### src/rtl/fetch_pkg.sv
// Shared definitions for the fetch controller.
// Holds the FSM state encoding, the opcode field position and the set of
// opcodes that carry a trailing immediate word.
package fetch_pkg;

    typedef enum logic [1:0] {
        S_VEC_WAIT = 2'd0,
        S_VEC_LOAD = 2'd1,
        S_RUN      = 2'd2
    } state_t;

    // Opcode occupies the top OPC_W bits of the instruction word.
    localparam int OPC_W = 5;

    // Two-word opcodes: instruction word followed by a 16-bit immediate.
    localparam logic [OPC_W-1:0] OP_LDM  = 5'h14;
    localparam logic [OPC_W-1:0] OP_IADD = 5'h15;
    localparam logic [OPC_W-1:0] OP_LDD  = 5'h16;
    localparam logic [OPC_W-1:0] OP_STD  = 5'h17;

endpackage

### src/rtl/fetch_controller_len_decode.sv
// fetch_len_decode: instruction length decoder.
// Flags instructions that are followed by an immediate word.
// Ports:
//   instr     in  Num_of_bits  instruction word
//   two_word  out 1            instruction carries an immediate
module fetch_len_decode
    import fetch_pkg::*;
#(
    parameter int Num_of_bits = 16
) (
    input  logic [Num_of_bits-1:0] instr,
    output logic                   two_word
);

    logic [OPC_W-1:0] opcode;
    logic             unused_low;

    assign opcode     = instr[Num_of_bits-1 -: OPC_W];
    assign unused_low = ^instr[Num_of_bits-OPC_W-1:0];

    always_comb begin
        two_word = 1'b0;
        unique case (opcode)
            OP_LDM, OP_IADD, OP_LDD, OP_STD: two_word = 1'b1;
            default:                         two_word = 1'b0;
        endcase
    end

endmodule

### src/rtl/fetch_controller.sv
// fetch_controller: owns the PC and sequences the synchronous instruction
// memory for the 5-stage pipeline (reset-vector load, 1/2-word advance,
// stall hold, branch redirect).
// Optional feature macro: FETCH_PERF_EN adds saturating perf counters.
// Ports:
//   clk, rst (async, active-high)
//   stall, branch_taken, branch_target      pipeline control
//   imem_instr, imem_imm                    mem[pc_reg], mem[pc_reg+1]
//   imem_pc                                 memory read address (= pc_next)
//   fetch_valid/pc/instr/imm/two_word       to IF/ID register
//   perf_fetched, perf_stalled              only with FETCH_PERF_EN
module fetch_controller
    import fetch_pkg::*;
#(
    parameter int                  Num_of_bits = 16,
    parameter int                  pc_width    = 32,
    parameter logic [pc_width-1:0] RESET_VEC   = '0
) (
    input  logic                   clk,
    input  logic                   rst,
    input  logic                   stall,
    input  logic                   branch_taken,
    input  logic [pc_width-1:0]    branch_target,
    input  logic [Num_of_bits-1:0] imem_instr,
    input  logic [Num_of_bits-1:0] imem_imm,
    output logic [pc_width-1:0]    imem_pc,
    output logic                   fetch_valid,
    output logic [pc_width-1:0]    fetch_pc,
    output logic [Num_of_bits-1:0] fetch_instr,
    output logic [Num_of_bits-1:0] fetch_imm,
`ifdef FETCH_PERF_EN
    output logic [31:0]            perf_fetched,
    output logic [31:0]            perf_stalled,
`endif
    output logic                   fetch_two_word
);

    localparam int                  CAT_W  = 2 * Num_of_bits;
    localparam logic [pc_width-1:0] PC_ONE = pc_width'(1);
    localparam logic [pc_width-1:0] PC_TWO = pc_width'(2);

    state_t              state, state_next;
    logic [pc_width-1:0] pc_reg, pc_next, start_pc;
    logic [CAT_W-1:0]    vec_word;
    logic                two_word;

    fetch_len_decode #(.Num_of_bits(Num_of_bits)) u_len_decode (
        .instr    (imem_instr),
        .two_word (two_word)
    );

    // mem[RESET_VEC] is the high half of the start PC.
    assign vec_word = {imem_instr, imem_imm};

    generate
        if (pc_width > CAT_W) begin : g_zext
            assign start_pc = {{(pc_width-CAT_W){1'b0}}, vec_word};
        end else if (pc_width == CAT_W) begin : g_same
            assign start_pc = vec_word;
        end else begin : g_trunc
            logic [CAT_W-pc_width-1:0] unused_hi;
            assign unused_hi = vec_word[CAT_W-1:pc_width];
            assign start_pc  = vec_word[pc_width-1:0];
        end
    endgenerate

    always_ff @(posedge clk or posedge rst) begin
        if (rst) begin
            state  <= S_VEC_WAIT;
            pc_reg <= RESET_VEC;
        end else begin
            state  <= state_next;
            pc_reg <= pc_next;
        end
    end

    always_comb begin
        state_next  = state;
        pc_next     = pc_reg;
        fetch_valid = 1'b0;
        unique case (state)
            S_VEC_WAIT: begin
                pc_next    = RESET_VEC;
                state_next = S_VEC_LOAD;
            end
            S_VEC_LOAD: begin
                pc_next    = start_pc;
                state_next = S_RUN;
            end
            S_RUN: begin
                if (branch_taken) begin
                    // Word presented this cycle is wrong-path: squash it.
                    pc_next = branch_target;
                end else if (stall) begin
                    fetch_valid = 1'b1;
                    pc_next     = pc_reg;
                end else begin
                    fetch_valid = 1'b1;
                    pc_next     = pc_reg + (two_word ? PC_TWO : PC_ONE);
                end
            end
            default: begin
                pc_next    = RESET_VEC;
                state_next = S_VEC_WAIT;
            end
        endcase
    end

    assign imem_pc        = pc_next;
    assign fetch_pc       = pc_reg;
    assign fetch_instr    = imem_instr;
    assign fetch_imm      = imem_imm;
    assign fetch_two_word = two_word;

`ifdef FETCH_PERF_EN
    always_ff @(posedge clk or posedge rst) begin
        if (rst) begin
            perf_fetched <= '0;
            perf_stalled <= '0;
        end else begin
            if (fetch_valid && !stall && (perf_fetched != '1))
                perf_fetched <= perf_fetched + 32'd1;
            if ((state == S_RUN) && stall && !branch_taken && (perf_stalled != '1))
                perf_stalled <= perf_stalled + 32'd1;
        end
    end
`endif

endmodule

### config.mk
export PLATFORM = sky130hd
export DESIGN_NAME = fetch_controller
export DESIGN_NICKNAME = d
export VERILOG_FILES = /design/src/rtl/fetch_pkg.sv /design/src/rtl/fetch_controller_len_decode.sv /design/src/rtl/fetch_controller.sv
export SDC_FILE = /design/constraint.sdc
export NUM_CORES = 1
export LEC_CHECK = 0
export ABC_CLOCK_PERIOD_IN_PS = 5250
export CAP_MARGIN = 0
export CORE_UTILIZATION = 38
export DETAILED_ROUTE_END_ITERATION = 7
export PLACE_DENSITY_LB_ADDON = 0.3
export SLEW_MARGIN = 20
export SYNTH_ARGS = -nofsm -noshare
export SYNTH_HDL_FRONTEND = slang
export SYNTH_SLANG_ARGS = --single-unit
export TNS_END_PERCENT = 5
### constraint.sdc
create_clock -name clk -period 5.25 [get_ports clk]
set_input_delay 1.575 -clock clk [delete_from_list [all_inputs] [get_ports clk]]
set_output_delay 1.575 -clock clk [all_outputs]
set_load 0.005 [all_outputs]
==> impl_metrics.tcl, run 1 <==
set metrics [dict create \
    min_from "state[1]" \
    cts-root-buf "clkbuf_8" \
    worst_slack_ns -0.174 \
    synth.avg_cell_area_um2 8.68 \
    setup_violations 10 \
    fillers 561 \
    grt_pass1_wl_um 15600 \
    final.min_clock_period_ns 5.42 \
    firstDrtPassIters 7 \
    nets 541 \
    port_buffers 165 \
    clkLatencyLatePin_ns 0.29 \
    dpl.hpwl_um 7040 \
    synth-xor-area-share_pct 8.57 \
    crit_type "input port to output port" \
    yosysSeqAreaShare_pct 32.0 \
    netlist_area_mm2 0.00266 \
    grt_max_degree 38 \
    grtUsageTotal_pct 27.1 \
    cts_tree "built" \
    min_to "state[1]" \
    worstHoldPathType "register to register" \
    synthCells 306 \
    drv_slew 0 \
    crit_arrival_ns 3.85 \
    final_layout_size_suffix_gt1_share_pct 19.3 \
    grt.overflow.total 0 \
    fin_tns_setup_ns -0.847 \
    reg2reg_to "fetch_pc[24]" \
    yosysWarningCount 0 \
    initial_core_util_pct 39.3 \
    wl_um 9870 \
    clk_pin_slew_ns 0.07 \
    synth_cell_types 40 \
    ctsLongestPathBuffers 2 \
    numCtsBuffers 5 \
    async_reset_ff_share_pct 100 \
    die_h_um 85.6 \
    min_path_cells 1 \
    tightest_slew_ns 1.02 \
    hold_violations 0 \
    reg2reg_depth 10 \
    ant_nets 0 \
    dieArea_mm2 0.00733 \
    relSlewSlack_pct 31.7 \
    required_ns 3.68 \
    fmax_mhz 184 \
    avgViaCountPerCell 5.52 \
    rsz0062_at_grt "yes" \
    violations "negative setup slack" \
    drc 0 \
    grt_pass1_vias 3019 \
    synth-compound-area-share_pct 21.8 \
    core_region_area_mm2 0.00676 \
    synth.area.mux_share_pct 1.27 \
    dr_total_vias 3018 \
    r2r_slack_ns 2.91 \
    clock_skew_ns 0.00480 \
    synth_top_family_by_area "compound AO/OA/AOI/OAI gates" \
    outcome "complete, but fails checks" \
    synth_adder_area_share_pct 3.58 \
    post_drt_wl_per_cell_um 18.0 \
    htree_levels 2 \
    regToRegStartpoint "fetch_pc[0]" \
    peakVddDrop_uv 107 \
    fin_crit_sh_pct 103 \
    cap_violations 0 \
    pin_count 166 \
    gp_congestion 0.826 \
    cts.sinks 34 \
    layout_commonest_cell "clkdlybuf4s50_1" \
    layout_common_cells "137 x clkdlybuf4s50_1, 34 x dfrtp_1, 32 x buf_4, 26 x nand2_1, 22 x o21ai_0" \
    drt_iter0_markers 103 \
    syn2layout_area_growth_pct 72.8 \
    post-place-ws_ns -0.975 \
    ys_ff_latch 34 \
    powerDensity_mw_per_mm2 189 \
    antenna_found_initial 0 \
    path_max_fanout 7 \
    synth_edf_count 0 \
    leakagePower_nw 1.87 \
    syn-num-nets 381 \
    row_count 30 \
    cp-start-kind "input port" \
    synthSimpleGateAreaFrac_pct 19.7 \
    die_w_um 85.6 \
    ys.flop_type "dfrtp_1" \
    critPathCaptureType "output port" \
    antenna_cells 0 \
]
how the worst max path moves through the flow:
| stage | start | to | cells past startpoint |
|---|---|---|---|
| after floorplan | imem_instr[15] | imem_pc[22] | 12 |
| after global placement | imem_instr[15] | imem_pc[30] | 14 |
| after detailed placement | imem_instr[15] | imem_pc[30] | 14 |
| after CTS | imem_instr[13] | imem_pc[30] | 15 |
| after global routing | imem_instr[13] | imem_pc[30] | 15 |
| final | imem_instr[13] | imem_pc[29] | 12 |
metrics by stage:
stage	std cells	cell area (um^2)	hold slack [ns]	utilization, %	power [mW]
after floorplan	306	2660	0.506	-	0.427
after global placement	530	4320	0.515	63.9	0.626
after detailed placement	530	4320	0.541	63.9	0.630
after CTS	547	4520	0.557	66.9	0.865
after global routing	547	4590	0.588	68.0	0.905
final	547	4590	0.558	68.0	0.867
Yosys cell counts, types with 7 or more instances:
cell type	number	area (um^2)
dfrtp_1	34	851
buf_4	33	248
o21ai_0	32	160
nand2_1	27	101
a21oi_1	18	90.1
xor2_1	18	158
nand4_1	15	93.8
clkbuf_1	13	48.8
inv_1	12	45.0
nor2_1	11	41.3
nand3_1	8	40.0
xnor2_1	8	70.1
a221oi_1	7	61.3
and3_1	7	43.8
metal layers:
metal	wire length, um	share of wire (%)	GRT usage, %
met2	4930	50	48.1
met3	689	7.0	6.26
met4	119	1.2	6.36
met5	0	0	0
met1	4130	42	33.5
kinds of logic (layout without fill, tap and decap cells):
group | after synthesis | count (layout)
AOI/OAI and AO/OA | 85 | 85
xor gates and xnor gates | 26 | 26
adders and majority gates | 7 | 7
buffers and inverters | 60 | 221
DFF | 34 | 34
muxes | 3 | 3
and+or+nand+nor | 91 | 91
flip-flops by register name, indices dropped and copies added, names as in the netlist:
name,cells
fetch_pc,32
state,2
power breakdown:
part / switching, mW / total (mW) / internal, mW / leakage [nW]
clock network: 0.102 / 0.234 / 0.133 / 0.0575
logic: 0.118 / 0.310 / 0.192 / 1.42
registers: 0.0373 / 0.323 / 0.285 / 0.393
timing repair:
action,in CTS,in global routing
pin swaps,16,6
setup buffers,8,0
hold buffers,0,0
setup endpoints to repair,32,24
cloned,1,0
gates resized for setup,91,14
final cells by class:
class | count | area (um^2) | area share (%)
timing repair buffer | 201 | 1900 | 41.3
multi-input combinational | 212 | 1590 | 34.6
sequential | 34 | 851 | 18.5
clock buffer | 8 | 110 | 2.40
tap | 80 | 100 | 2.18
inverter | 12 | 45.0 | 0.981
critical path: stages:
cell and delay [ns]:
buf_8 0.10, nand2_4 0.06, nor2_4 0.04, buf_4 0.13
ha_1 0.26, a21oi_1 0.07, buf_4 0.16, nor2_4 0.19
nand2_1 0.11, or3_1 0.38, a31oi_2 0.21, clkdlybuf4s50_1 0.54
Power figures use the tool's default switching activity.
==> run 2, diff against run 1 <==
- GPL_ROUTABILITY_DRIVEN: default -> 0
==> results of run 2 <==
Same layout as run 1: the final DEF is identical, and so are final timing and power.
==> run 3, diff against run 2 <==
- CTS_CLUSTER_DIAMETER: default -> 40
- SLEW_MARGIN: 20 -> 10
==> results of run 3 <==
Same layout as run 1: the final DEF is identical, and so are final timing and power.
